$ cat config.mk
export PLATFORM = sky130hd
export DESIGN_NAME = skinny_sbox_serial_ctrl
export DESIGN_NICKNAME = d
export VERILOG_FILES = /design/src/rtl/skinny_sbox_serial_ctrl.sv
export SDC_FILE = /design/constraint.sdc
export NUM_CORES = 1
export LEC_CHECK = 0
export BUFFER_PORTS_ARGS = -buffer_cell sky130_fd_sc_hd__buf_2
export CAP_MARGIN = 20
export CORE_MARGIN = 2
export CORE_UTILIZATION = 54
export DETAILED_ROUTE_END_ITERATION = 8
export PLACE_DENSITY = 0.81
export SLEW_MARGIN = 20
export SYNTH_ARGS = -nofsm -noshare
export SYNTH_HDL_FRONTEND = slang
export SYNTH_SLANG_ARGS = --single-unit
$ cat constraint.sdc
create_clock -name clk -period 2.6 [get_ports clk]
set_input_delay 0 -clock clk [delete_from_list [all_inputs] [get_ports clk]]
set_output_delay 0 -clock clk [all_outputs]
set_load 0.01 [all_outputs]
$ cat src/rtl/skinny_sbox_serial_ctrl.sv
// Nibble-serial scheduler for a shared, clocked 4-bit SKINNY S-box.
// Issues one cell per cycle and gathers the substituted cells into a full word.
module skinny_sbox_serial_ctrl #(
  parameter int NIBBLES = 16,
  parameter int W       = 4 * NIBBLES
) (
  input  logic         clk,
  input  logic         rst_n,
  input  logic         in_valid,
  output logic         in_ready,
  input  logic [W-1:0] in_data,
  output logic         out_valid,
  input  logic         out_ready,
  output logic [W-1:0] out_data,
  output logic [3:0]   sbox_si,
  input  logic [3:0]   sbox_so,
  output logic         busy
);

  // Handshakes: a transfer happens on the rising clk edge where valid and
  // ready are both high; valid never depends combinationally on ready.

  localparam int IDX_W = (NIBBLES > 1) ? $clog2(NIBBLES) : 1;
  localparam logic [IDX_W-1:0] LAST_IDX = IDX_W'(NIBBLES - 1);

  typedef enum logic [1:0] {
    IDLE  = 2'd0,
    RUN   = 2'd1,
    DRAIN = 2'd2,
    DONE  = 2'd3
  } state_t;

  state_t             state, state_nxt;
  logic [W-1:0]       in_buf;
  logic [IDX_W-1:0]   issue_idx;
  logic [IDX_W-1:0]   cap_idx;
  logic               cap_v;
  logic               accept;

  assign accept = (state == IDLE) && in_valid;

  always_ff @(posedge clk or negedge rst_n) begin
    if (!rst_n) begin
      state <= IDLE;
    end else begin
      state <= state_nxt;
    end
  end

  always_comb begin
    state_nxt = state;
    case (state)
      IDLE:    if (in_valid) state_nxt = RUN;
      RUN:     if (issue_idx == LAST_IDX) state_nxt = DRAIN;
      DRAIN:   state_nxt = DONE;
      DONE:    if (out_ready) state_nxt = IDLE;
      default: state_nxt = IDLE;
    endcase
  end

  // Capture trails issue by one cycle to match the S-box's one-edge latency;
  // cap_v gates sbox_so so stale or unreset S-box output is never stored.
  always_ff @(posedge clk or negedge rst_n) begin
    if (!rst_n) begin
      in_buf    <= '0;
      issue_idx <= '0;
      cap_idx   <= '0;
      cap_v     <= 1'b0;
      out_data  <= '0;
    end else begin
      if (accept) begin
        in_buf    <= in_data;
        issue_idx <= '0;
      end else if ((state == RUN) && (issue_idx != LAST_IDX)) begin
        issue_idx <= issue_idx + 1'b1;
      end
      cap_v   <= (state == RUN);
      cap_idx <= issue_idx;
      if (cap_v) begin
        out_data[{cap_idx, 2'b00} +: 4] <= sbox_so;
      end
    end
  end

  always_comb begin
    sbox_si = 4'h0;
    if (state == RUN) begin
      sbox_si = in_buf[{issue_idx, 2'b00} +: 4];
    end
  end

  assign in_ready  = (state == IDLE);
  assign out_valid = (state == DONE);
  assign busy      = (state == RUN) || (state == DRAIN);

endmodule

Yosys cells after proc, flatten, opt, wreduce, memory -nomap -nowiden. Cells that the tools add are included.

Memory bits (read-only): 0. Bits in latches: 0. Bits of input ports: 72. Register bits: 139. Output and inout port bits: 71. Memories kept: 0. Bits in writable memories: 0.

$add $sub $neg: 2. Equal/unequal tests: 8. Order comparisons: 0. Shift-type cells: 3. Muxes and demuxes: 8. Reductions and logical operators: 6. Div/mod/pow operators: 0. Bitwise logic cells: 0. Multiply operators: 0.

Operators with widths (number): $bwmux W64 (1); $shift A4 B8 Y64 const A (1); $shiftx A4 B8 Y64 (1); $shiftx A64 B7 Y4 (1); $mux W4 (3); $neg A6 Y8 (1); $pmux W2 S4 (1); $mux W2 (3); $add A4 B1 Y4 const B (1); $eq A2 B2 Y1 const B (2); $eq A4 B4 Y1 const B (1); $ne A2 B2 Y1 const B (2); $ne A4 B4 Y1 const B (1); $reduce_and A3 Y1 (1); $eq A2 B1 Y1 const B (1); $logic_and A1 B1 Y1 (2); $logic_not A2 Y1 (1); $ne A2 B1 Y1 const B (1); $reduce_bool A2 Y1 (1); $logic_or A1 B1 Y1 (1).

Depth between registers and ports, before layout. Gate-level depths: netlist of the first run.

Depth after elaboration: 4. Depth in mapped cells: 8.

Worst setup path before layout of the first run. Ideal clock, no wire load.

Kind: register to register. From: register cap_idx[0]. To: register out_data[32]. Data required time: 2475 ps. Library setup time: 125 ps. Slack: 556 ps. Data arrival time: 1919 ps. Stages on the path, launching flop included: 9. Buffers on the path: 2. Clock period less this slack: 2044 ps. Cells stage by stage: dfrtp_1 > clkbuf_2 > inv_1 > ha_1 > clkbuf_1 > nor3b_1 > a31oi_1 > nor3_2 > mux2_2.

Word-level cells in the longest chain between the ends: 3.

RTL lines: from (decl) (RTL line 36) `logic [IDX_W-1:0] cap_idx;`; from (signal assigned) (RTL line 78) `cap_idx <= issue_idx;`; $neg A6 Y8 * (RTL line 80) `out_data[{cap_idx, 2'b00} +: 4] <= sbox_so;`; $shiftx A4 B8 Y64 or $shift A4 B8 Y64 (tied branches) (RTL line 80); $bwmux W64 * (RTL line 80); to (signal, indexed assignment) (RTL line 80); to (decl) (RTL line 14) `output logic [W-1:0] out_data,`.

Every way passes the cells marked *; elsewhere a longest branch is shown, timed or not. A chain may end at the register's enable or synchronous reset.

Worst setup path in the final report of the first run.
From: register state[1]. To: output port sbox_si[1].

Word-level cells in the longest chain between the ends: 2.

RTL lines: from (decl) (RTL line 33) `state_t state, state_nxt;`; from (signal assigned) (RTL line 46) `state <= state_nxt;`; $eq A2 B1 Y1 (RTL line 87) `if (state == RUN) begin`; $mux W4 (RTL line 87); to (decl) (RTL line 15) `output logic [3:0] sbox_si,`.

No other way between the ends.

==> results of run 1 <==
## worst max-delay path, delay by kind of cell, from the launching register on
kind                     cells  cell delay, ns
AO/OA/AOI/OAI                3            0.81
flip-flops                   1            0.40
adder cells (fa/ha/maj)      1            0.32
buffers and inverters        2            0.29
AND/OR/NAND/NOR              1            0.18
## stage by stage
stage / cells / hold WS, ns / area (sq um)
after floorplan: 426 / -0.296 / 6140
after global placement: 698 / 0.181 / 7010
after detailed placement: 698 / 0.205 / 7010
after CTS: 798 / 0.0112 / 8230
after global routing: 799 / 0.00873 / 8260
final: 799 / 0.0202 / 8260
## layout make-up
cell class	instances	share of cell area
tap	140	0.0212
sequential	139	0.421
clock buffer	22	0.0574
timing repair buffer	218	0.181
inverter	7	0.00318
multi-input combinational	264	0.311
clock inverter	9	0.00576
## cells in the mapped netlist
| cell | number | share of area |
|---|---|---|
| buf_4 | 3 | 0.0037 |
| nand4_1 | 4 | 0.0041 |
| and3_1 | 5 | 0.0051 |
| dfrtp_1 | 139 | 0.57 |
| nand2b_1 | 4 | 0.0041 |
| or3_1 | 2 | 0.0020 |
| nor3b_1 | 2 | 0.0024 |
| a211o_4 | 1 | 0.0029 |
| and2_0 | 1 | 0.0010 |
| buf_2 | 9 | 0.0073 |
| clkbuf_2 | 1 | 0.00081 |
| and2_1 | 5 | 0.0051 |
| nor2_1 | 9 | 0.0055 |
| clkbuf_1 | 3 | 0.0018 |
| nor3_1 | 3 | 0.0024 |
| nor2b_1 | 14 | 0.014 |
| mux2_2 | 129 | 0.24 |
| o21ai_1 | 1 | 0.00081 |
| clkinv_1 | 1 | 0.00061 |
| o21bai_1 | 1 | 0.0012 |
| a221oi_1 | 3 | 0.0043 |
| mux4_2 | 10 | 0.037 |
| o21ai_0 | 11 | 0.0090 |
| o211ai_1 | 2 | 0.0024 |
| a222oi_1 | 1 | 0.0016 |
| inv_1 | 6 | 0.0037 |
| a21oi_1 | 7 | 0.0057 |
| and3b_1 | 1 | 0.0014 |
| nand2_1 | 10 | 0.0061 |
| nor3_2 | 1 | 0.0016 |
| nand3_1 | 5 | 0.0041 |
| a31oi_1 | 2 | 0.0020 |
| mux2i_1 | 14 | 0.023 |
| a21oi_4 | 3 | 0.0079 |
| ha_1 | 8 | 0.016 |
| nand3b_1 | 2 | 0.0024 |
| xor2_1 | 3 | 0.0043 |
## flip-flops by register name, summed over array words and instances, names as in the netlist
register,flops
cap_v,1
out_data,64
issue_idx,4
in_buf,64
state,2
cap_idx,4
## power by group
part / internal (mW) / total (mW) / switching [mW]
logic: 1.71 / 3.25 / 1.54
clock network: 1.27 / 2.16 / 0.884
registers: 3.03 / 3.57 / 0.545
## layout by cell type (no fill, tap or decap), drive strengths merged, types with 3 or more instances in the layout
master and count:
buf 149, dfrtp 139, mux2 129, dlygate4sd3 69, clkbuf 22, mux2i 14, nor2b 14, o21ai 12
mux4 10, nand2 10, a21oi 10, nor2 9, clkinv 9, ha 8, inv 6, and2 6
nand3 5, and3 5, nand2b 4, nand4 4, nor3 4, xor2 3, a221oi 3
## cells by family (layout without fill, tap and decap cells)
kind of cell               Yosys count  count (layout)  share of synthesized area
muxes                              153             153                      0.296
DFF                                139             139                      0.566
and+or+nand+nor                     68              68                     0.0617
AOI/OAI and AO/OA                   32              32                     0.0379
buffers and inverters               23             256                     0.0179
adders and majority gates            8               8                     0.0163
xor gates and xnor gates             3               3                    0.00428
## metal layers
metal,global-route usage,share of wire
met4,0.106,0.023
met2,0.472,0.54
met1,0.284,0.38
met3,0.0826,0.060
met5,0,0
## repair_timing
action / 4_1_cts / 5_1_grt
endpoints found under the setup margin: 0 / 1
gates resized for setup: 0 / 1
endpoints found under the hold margin: 195 / 0
hold buffers: 69 / 0
## worst max-delay path by stage
| stage | depth (start not counted) | slack [ns] | endpoint |
|---|---|---|---|
| 4_1_cts | 7 | 0.32 | sbox_si[1] |
| 3_5_place_dp | 6 | 0.42 | out_data[35]$_DFFE_PN0P_ |
| 2_1_floorplan | 8 | 0.56 | out_data[32]$_DFFE_PN0P_ |
| 5_1_grt | 7 | 0.08 | sbox_si[1] |
| 3_3_place_gp | 6 | 0.54 | out_data[35]$_DFFE_PN0P_ |
| 6_report | 7 | 0.19 | sbox_si[1] |
==> flow_summary.json, run 1 <==
{
  "path_cells": "inv_1 -> ha_1 -> nand2b_1 -> a221oi_2 -> o21ai_0 -> a21oi_1 -> buf_2",
  "postSynthCellCount": 426,
  "maxSlewViolCount": 0,
  "yosysWarnings": 0,
  "r2r_cells": 6,
  "ys_ff_latch": 139,
  "timing.fmax_ghz": 0.415,
  "hold_viol": 0,
  "ys_types": 37,
  "die_w_um": 111,
  "wl_per_cell_um": 19.1,
  "ant_nets": 0,
  "grt_pass1_vias": 4900,
  "worstSkewPairLatency_ns": 0.43,
  "cts-root-buf": "clkbuf_16",
  "ir_worst_vdd_mv": 0.665,
  "viasPerCell": 5.46,
  "pre_cts_slack_ns": 0.420,
  "h-tree-depth": 4,
  "final_nets": 727,
  "cp-startpoint": "state[1]$_DFFE_PN0P_",
  "r2r_end": "out_data[25]$_DFFE_PN0P_",
  "rows": 38,
  "layout_min_cycle_time_ns": 2.41,
  "seq_area_sq_um": 3480,
  "drv_cap": 0,
  "grt_pass1_wl_mm": 24.9,
  "min-delay-start": "sbox_so[1]",
  "total_power_mw": 8.98,
  "status": "finished clean",
  "wl_mm": 15.3,
  "finalSetupViolCount": 0,
  "drt_iter0_drc": 147,
  "place_hpwl_mm": 9.40,
  "post_cts_buffers": 0,
  "diodes": 0,
  "drive_above_1_share": 0.492,
  "min_path_cells": 2,
  "die_height_um": 111,
  "critPathSlowestCell": "dfrtp_1",
  "pin_count": 143,
  "end_kind": "output port",
  "skew_ns": 0.00681,
  "slew_headroom": 0.654,
  "synth_nets": 506,
  "powerDensity_nw_per_um2": 1090,
  "core_sq_um": 11000,
  "crit_required_ns": 2.60,
  "avgSynthCellArea_sq_um": 14.4,
  "cp_max_fo": 7,
  "finalSetupTns_ns": 0,
  "tightest_slew_ns": 0.517,
  "drc_errors": 0,
  "netlist_area_sq_um": 6140,
  "r2r_start": "cap_idx[0]$_DFF_PN0_",
  "cts_tree": "yes",
  "clk_pin_slew_ns": 0.05,
  "critPathArrivalTime_ns": 2.41,
  "clk_path_buf_depth": 2,
  "drt_pass1_iterations": 4,
  "startpoint_type": "flop",
  "max_stage_delay_ns": 0.40,
  "vias": 4360,
  "place_congestion": 0.849,
  "cts_buffers": 17,
  "critPathKind": "reg -> out",
  "hold_end": "out_data[41]$_DFFE_PN0P_",
  "rsz0062_at_grt": "false",
  "fin_util": 0.752,
  "ff2ff_setup_slack_ns": 0.38,
  "overflow": 0,
  "die_area_sq_um": 12200,
  "setup_slack_ns": 0.189,
  "multi_input_area_sq_um": 2560,
  "nFillCells": 674,
  "grt_usage": 0.261,
  "ys_seq_area_frac": 0.566,
  "synthToLayoutAreaGrowth_pct": 34.4,
  "hp-class": "in -> reg",
  "finalCritPeriodShare": 0.927,
  "grt_max_degree": 109,
  "clkSinkCount": 139,
  "antenna_found_initial": 0,
  "leakage_nw": 4.01,
  "start_util": 0.559,
  "place.port_buffers": 142
}
Power figures use the tool's default switching activity.
==> inputs of run 2 (changes only) <==
Settings changed: CORE_UTILIZATION 54 to 45, PLACE_DENSITY 0.81 to 0.7.
==> run 2 against run 1 <==
  * Critical path depth fell by 1
  * Die area rose by 19%
  * Wire length shrank 6.9%
  * First-iteration DRC count shrank 16%
  * Fmax increased by 3.5%
  * Clock-buffer cell count fell by 5
  * Non-clock buffer count decreased by 1
  * Global-route usage decreased by 5.4 points
  * Core utilization shrank 12 points
  * Clock power is 17% higher
  * Power grew 2.9%
==> flow_summary.json, run 2 (synthesized netlist as in run 1, its figures left out) <==
{
  "drive_above_1_share": 0.492,
  "clkSinkCount": 139,
  "fin_area_sq_um": 8390,
  "h-tree-depth": 4,
  "pin_count": 143,
  "cts_resized": 0,
  "largest_registers": "in_buf x64, out_data x64",
  "maxSlewViolCount": 0,
  "cp_max_fo": 25,
  "crit_family": "compound AO/OA/AOI/OAI gates",
  "grt_max_degree": 68,
  "final_common_cell": "buf_2",
  "antenna_found_initial": 0,
  "crit_buf_inv": 2,
  "die_height_um": 121,
  "ir_worst_vdd_mv": 0.644,
  "overflow": 0,
  "rsz0062_at_grt": "false",
  "ant_nets": 0,
  "slew_headroom": 0.622,
  "place_congestion": 0.792,
  "wl_per_cell_um": 17.1,
  "synthToLayoutAreaGrowth_pct": 36.5,
  "grt_usage": 0.207,
  "start_util": 0.462,
  "placement.cell_area_sq_um": 7060,
  "rows": 42,
  "r2r_start": "cap_idx[0]$_DFF_PN0_",
  "die_w_um": 121,
  "core_sq_um": 13300,
  "drc_errors": 0,
  "critPathKind": "reg -> out",
  "finalCritPeriodShare": 0.896,
  "startpoint_type": "flop",
  "cts-root-buf": "clkbuf_16",
  "post_cts_buffers": 0,
  "ff2ff_setup_slack_ns": 0.34,
  "leakage_nw": 4.02,
  "layout_common_cells": "141 x buf_2, 139 x dfrtp_1, 129 x mux2_2",
  "skew_ns": 0.00618,
  "critPathSlowestCell": "buf_4",
  "cts_buffers": 17,
  "critPathArrivalTime_ns": 2.33,
  "powerDensity_nw_per_um2": 1100,
  "drv_cap": 0,
  "grt_pass1_wl_mm": 23.2,
  "tightest_slew_ns": 0.565,
  "wl_mm": 14.2,
  "viasPerCell": 5.09,
  "vias": 4248,
  "hold_viol": 0,
  "endpoint": "sbox_si[1]",
  "timing.fmax_ghz": 0.429,
  "clk_path_buf_depth": 2,
  "die_area_sq_um": 14600,
  "clk_pin_slew_ns": 0.06,
  "critical_path_depth": 6,
  "status": "finished clean",
  "place.port_buffers": 142,
  "power_frac_seq": 0.383,
  "p_clk_frac": 0.273,
  "cts_tree": "yes",
  "worstSkewPairLatency_ns": 0.42,
  "hp-class": "in -> reg",
  "drt_iter0_drc": 123,
  "drt_pass1_iterations": 4,
  "finalSetupTns_ns": 0,
  "place_hpwl_mm": 9.76,
  "finalSetupViolCount": 0,
  "layout_min_cycle_time_ns": 2.33,
  "max_stage_delay_ns": 0.41,
  "r2r_cells": 6,
  "end_kind": "output port",
  "internal-power_mw": 6.32,
  "comb_power_share": 0.344,
  "crit_required_ns": 2.60,
  "p_sw_frac": 0.316,
  "cp-startpoint": "issue_idx[0]$_DFFE_PN0P_",
  "r2r_end": "out_data[32]$_DFFE_PN0P_",
  "path_cells": "buf_4 -> mux2i_1 -> a221oi_1 -> o21ai_0 -> a21oi_1 -> buf_2",
  "power.switching_mw": 2.92,
  "diodes": 0,
  "grt_pass1_vias": 4668,
  "final_nets": 726
}
## run 2: cell count changes in the layout (fill, tap and decap cells not counted)
cell	before	now
a221oi_1	2	3
dlygate4sd3_1	69	70
clkinv_2	8	3
clkbuf_1	2	0
clkinvlp_4	1	4
buf_12	1	2
a221oi_2	1	0
clkbuf_8	3	0
clkinv_4	0	4
buf_4	5	3
buf_16	1	0
bufinv_16	0	4
## run 2: final cells by class
class	instances	area [sq um]
Clock inverter	15	200
Tap cell	176	220
Sequential cell	139	3480
Multi-Input combinational cell	264	2560
Clock buffer	17	425
Timing Repair Buffer	217	1480
Inverter	7	26.3
Fill cell	997	4910
## run 2: tightest hold or removal path, cell delays in order
cell      delay, ns
buf_2          0.10
inv_1          0.05
a222oi_1       0.12
o21ai_0        0.16
## run 2: worst min-delay path by stage
stage / to / startpoint / depth (start not counted)
after floorplan: cap_idx[0]$_DFF_PN0_ / rst_n / 0
after global placement: out_data[1]$_DFFE_PN0P_ / rst_n / 1
after detailed placement: out_data[51]$_DFFE_PN0P_ / rst_n / 1
after CTS: state[1]$_DFFE_PN0P_ / out_ready / 4
after global routing: state[1]$_DFFE_PN0P_ / out_ready / 4
final: state[1]$_DFFE_PN0P_ / out_ready / 4
## run 2: power groups by stage
stage | Combinational, mW | Sequential, mW | Clock, mW
2_1_floorplan | 2.13 | 3.53 | 0
3_3_place_gp | 3.01 | 3.51 | 0
3_5_place_dp | 3.11 | 3.58 | 0
4_1_cts | 3.20 | 3.54 | 2.57
5_1_grt | 3.46 | 3.65 | 2.68
6_report | 3.17 | 3.54 | 2.52
## run 2: through the flow
step	hold WS, ns	setup WS (ns)	instances	utilization	power [mW]
floorplan	-0.296	0.556	426	-	5.66
global placement	-0.0283	0.475	733	0.531	6.53
detailed placement	-0.0216	0.388	733	0.531	6.68
CTS	0.0310	0.300	835	0.631	9.31
global route	0.0863	0.0549	835	0.631	9.80
finish	0.0391	0.271	835	0.631	9.24
## run 2: repair_timing
action / in CTS / in global routing
endpoints found under the hold margin: 196 / 0
hold buffers: 70 / 0
setup endpoints to repair: 0 / 0
## run 2: per-layer routing
layer	vias up	part of all wire	track usage
li1	1990	-	-
met3	22	0.063	0.0757
met2	135	0.52	0.370
met5	-	0	0
met4	0	0.018	0.0683
met1	2101	0.40	0.228
==> inputs of run 3 (changes only) <==
Settings changed: CORE_ASPECT_RATIO set to 0.8, REMOVE_ABC_BUFFERS set to 1.
==> run 3 against run 2 <==
  * Power increased by 1.0%
  * Global-route usage is 0.050 points higher
  * Cell area decreased by 0.18%
  * Clock power up 3%
  * Sequential cell count unchanged
  * Via count rose by 1.1%
  * Worst setup slack better by 0.0061 ns
  * Combinational power is 2% higher
  * Final cell count is 0.12% higher
  * Register-to-register slack lost 0.02 ns
  * Critical path depth rose by 1
  * Largest cell class unchanged
  * Largest power group unchanged
  * Highest routed layer unchanged
==> flow_summary.json, run 3 (synthesized netlist as in run 1, its figures left out) <==
{
  "status": "finished clean",
  "finalSetupTns_ns": 0,
  "clk_pin_slew_ns": 0.06,
  "place_congestion": 0.864,
  "critPathKind": "reg -> out",
  "place.port_buffers": 142,
  "finalSetupViolCount": 0,
  "cp_max_fo": 7,
  "drv_cap": 0,
  "pre_cts_slack_ns": 0.359,
  "nFillCells": 1019,
  "power.switching_mw": 2.88,
  "clk_path_buf_depth": 2,
  "ir_worst_vdd_mv": 0.758,
  "place_hpwl_mm": 9.74,
  "cts_buffers": 17,
  "drive_above_1_share": 0.489,
  "hp-class": "in -> reg",
  "p_sw_frac": 0.309,
  "grt_pass1_vias": 4481,
  "drt_pass1_iterations": 4,
  "viasPerCell": 5.14,
  "rows": 38,
  "final_common_cell": "buf_2",
  "timing.fmax_ghz": 0.430,
  "grt_max_degree": 114,
  "setup_slack_ns": 0.277,
  "slew_headroom": 0.413,
  "min-delay-start": "sbox_so[1]",
  "skew_ns": 0.00986,
  "largest_registers": "in_buf x64, out_data x64",
  "layout_min_cycle_time_ns": 2.32,
  "hold_viol": 0,
  "grt_usage": 0.208,
  "p_clk_frac": 0.277,
  "powerDensity_nw_per_um2": 1110,
  "die_height_um": 109,
  "finalCritPeriodShare": 0.894,
  "clkSinkCount": 139,
  "cts_tree": "yes",
  "rsz0062_at_grt": "false",
  "post_cts_buffers": 0,
  "r2r_start": "cap_idx[0]$_DFF_PN0_",
  "layout_common_cells": "141 x buf_2, 139 x dfrtp_1, 129 x mux2_2",
  "leakage_nw": 4.03,
  "whs_ns": 0.0172,
  "startpoint_type": "flop",
  "h-tree-depth": 4,
  "r2r_cells": 6,
  "crit_required_ns": 2.60,
  "maxSlewViolCount": 0,
  "holdBufCountCts": 67,
  "drc_errors": 0,
  "cts-root-buf": "clkbuf_16",
  "wl_mm": 14.5,
  "cp-startpoint": "state[1]$_DFFE_PN0P_",
  "diodes": 0,
  "core_sq_um": 13500,
  "power_frac_seq": 0.377,
  "start_util": 0.457,
  "internal-power_mw": 6.45,
  "pin_count": 143,
  "ant_nets": 0,
  "tightest_slew_ns": 0.880,
  "end_kind": "output port",
  "critPathArrivalTime_ns": 2.32,
  "antenna_found_initial": 0,
  "die_w_um": 135,
  "overflow": 0,
  "drt_iter0_drc": 221,
  "comb_power_share": 0.346,
  "final_nets": 724,
  "synthToLayoutAreaGrowth_pct": 36.3,
  "wl_per_cell_um": 17.3,
  "worstSkewPairLatency_ns": 0.41,
  "grt_pass1_wl_mm": 23.2,
  "min_path_cells": 2,
  "cts_resized": 0,
  "vias": 4295,
  "die_area_sq_um": 14600
}
## run 3: path summary, 6_finish.rpt
check                      slack (ns)                       end
setup / recovery                 0.28                sbox_si[1]
hold / removal                   0.02  out_data[41]$_DFFE_PN0P_
setup reg to reg                 0.32  out_data[33]$_DFFE_PN0P_
hold reg to reg                  0.49      cap_idx[3]$_DFF_PN0_
max in group asynchronous        1.58    in_buf[28]$_DFFE_PN0P_
min in group asynchronous        0.28   out_data[1]$_DFFE_PN0P_
## run 3: final cells by class
class / instances / area (sq um) / area share
clock buffers: 25 / 505 / 0.0604
inverters: 7 / 26.3 / 0.00314
repair buffers: 215 / 1450 / 0.173
flip-flops and latches: 139 / 3480 / 0.415
clock inverters: 6 / 133 / 0.0158
multi-input cells: 264 / 2560 / 0.306
well taps: 180 / 225 / 0.0269
## run 3: power groups by stage
stage,clock [mW],combinational (mW),sequential [mW]
final,2.59,3.23,3.52
after global routing,2.73,3.51,3.64
after floorplan,0,1.98,3.63
after CTS,2.64,3.23,3.52
after detailed placement,0,3.14,3.55
after global placement,0,3.05,3.50
## run 3: critical path, cell delays in order, from the launching register on
cell and delay (ns):
dfrtp_1 0.40, inv_1 0.10, ha_1 0.30, nand2b_1 0.17, a221oi_1 0.42, o21ai_0 0.17
a21oi_1 0.18, buf_2 0.16
## run 3: metal layers
metal	share of wire	up-vias	global-route usage
li1	-	1980	-
met1	0.45	2193	0.278
met2	0.49	102	0.331
met3	0.042	20	0.0563
met4	0.017	0	0.0707
met5	0	-	0
## run 3: metrics by stage
stage | utilization | std cells | cell area, sq um | power, mW
2_1_floorplan | - | 410 | 6060 | 5.62
3_3_place_gp | 0.525 | 738 | 7060 | 6.55
3_5_place_dp | 0.525 | 738 | 7060 | 6.70
4_1_cts | 0.622 | 836 | 8370 | 9.40
5_1_grt | 0.622 | 836 | 8370 | 9.88
6_report | 0.622 | 836 | 8370 | 9.33
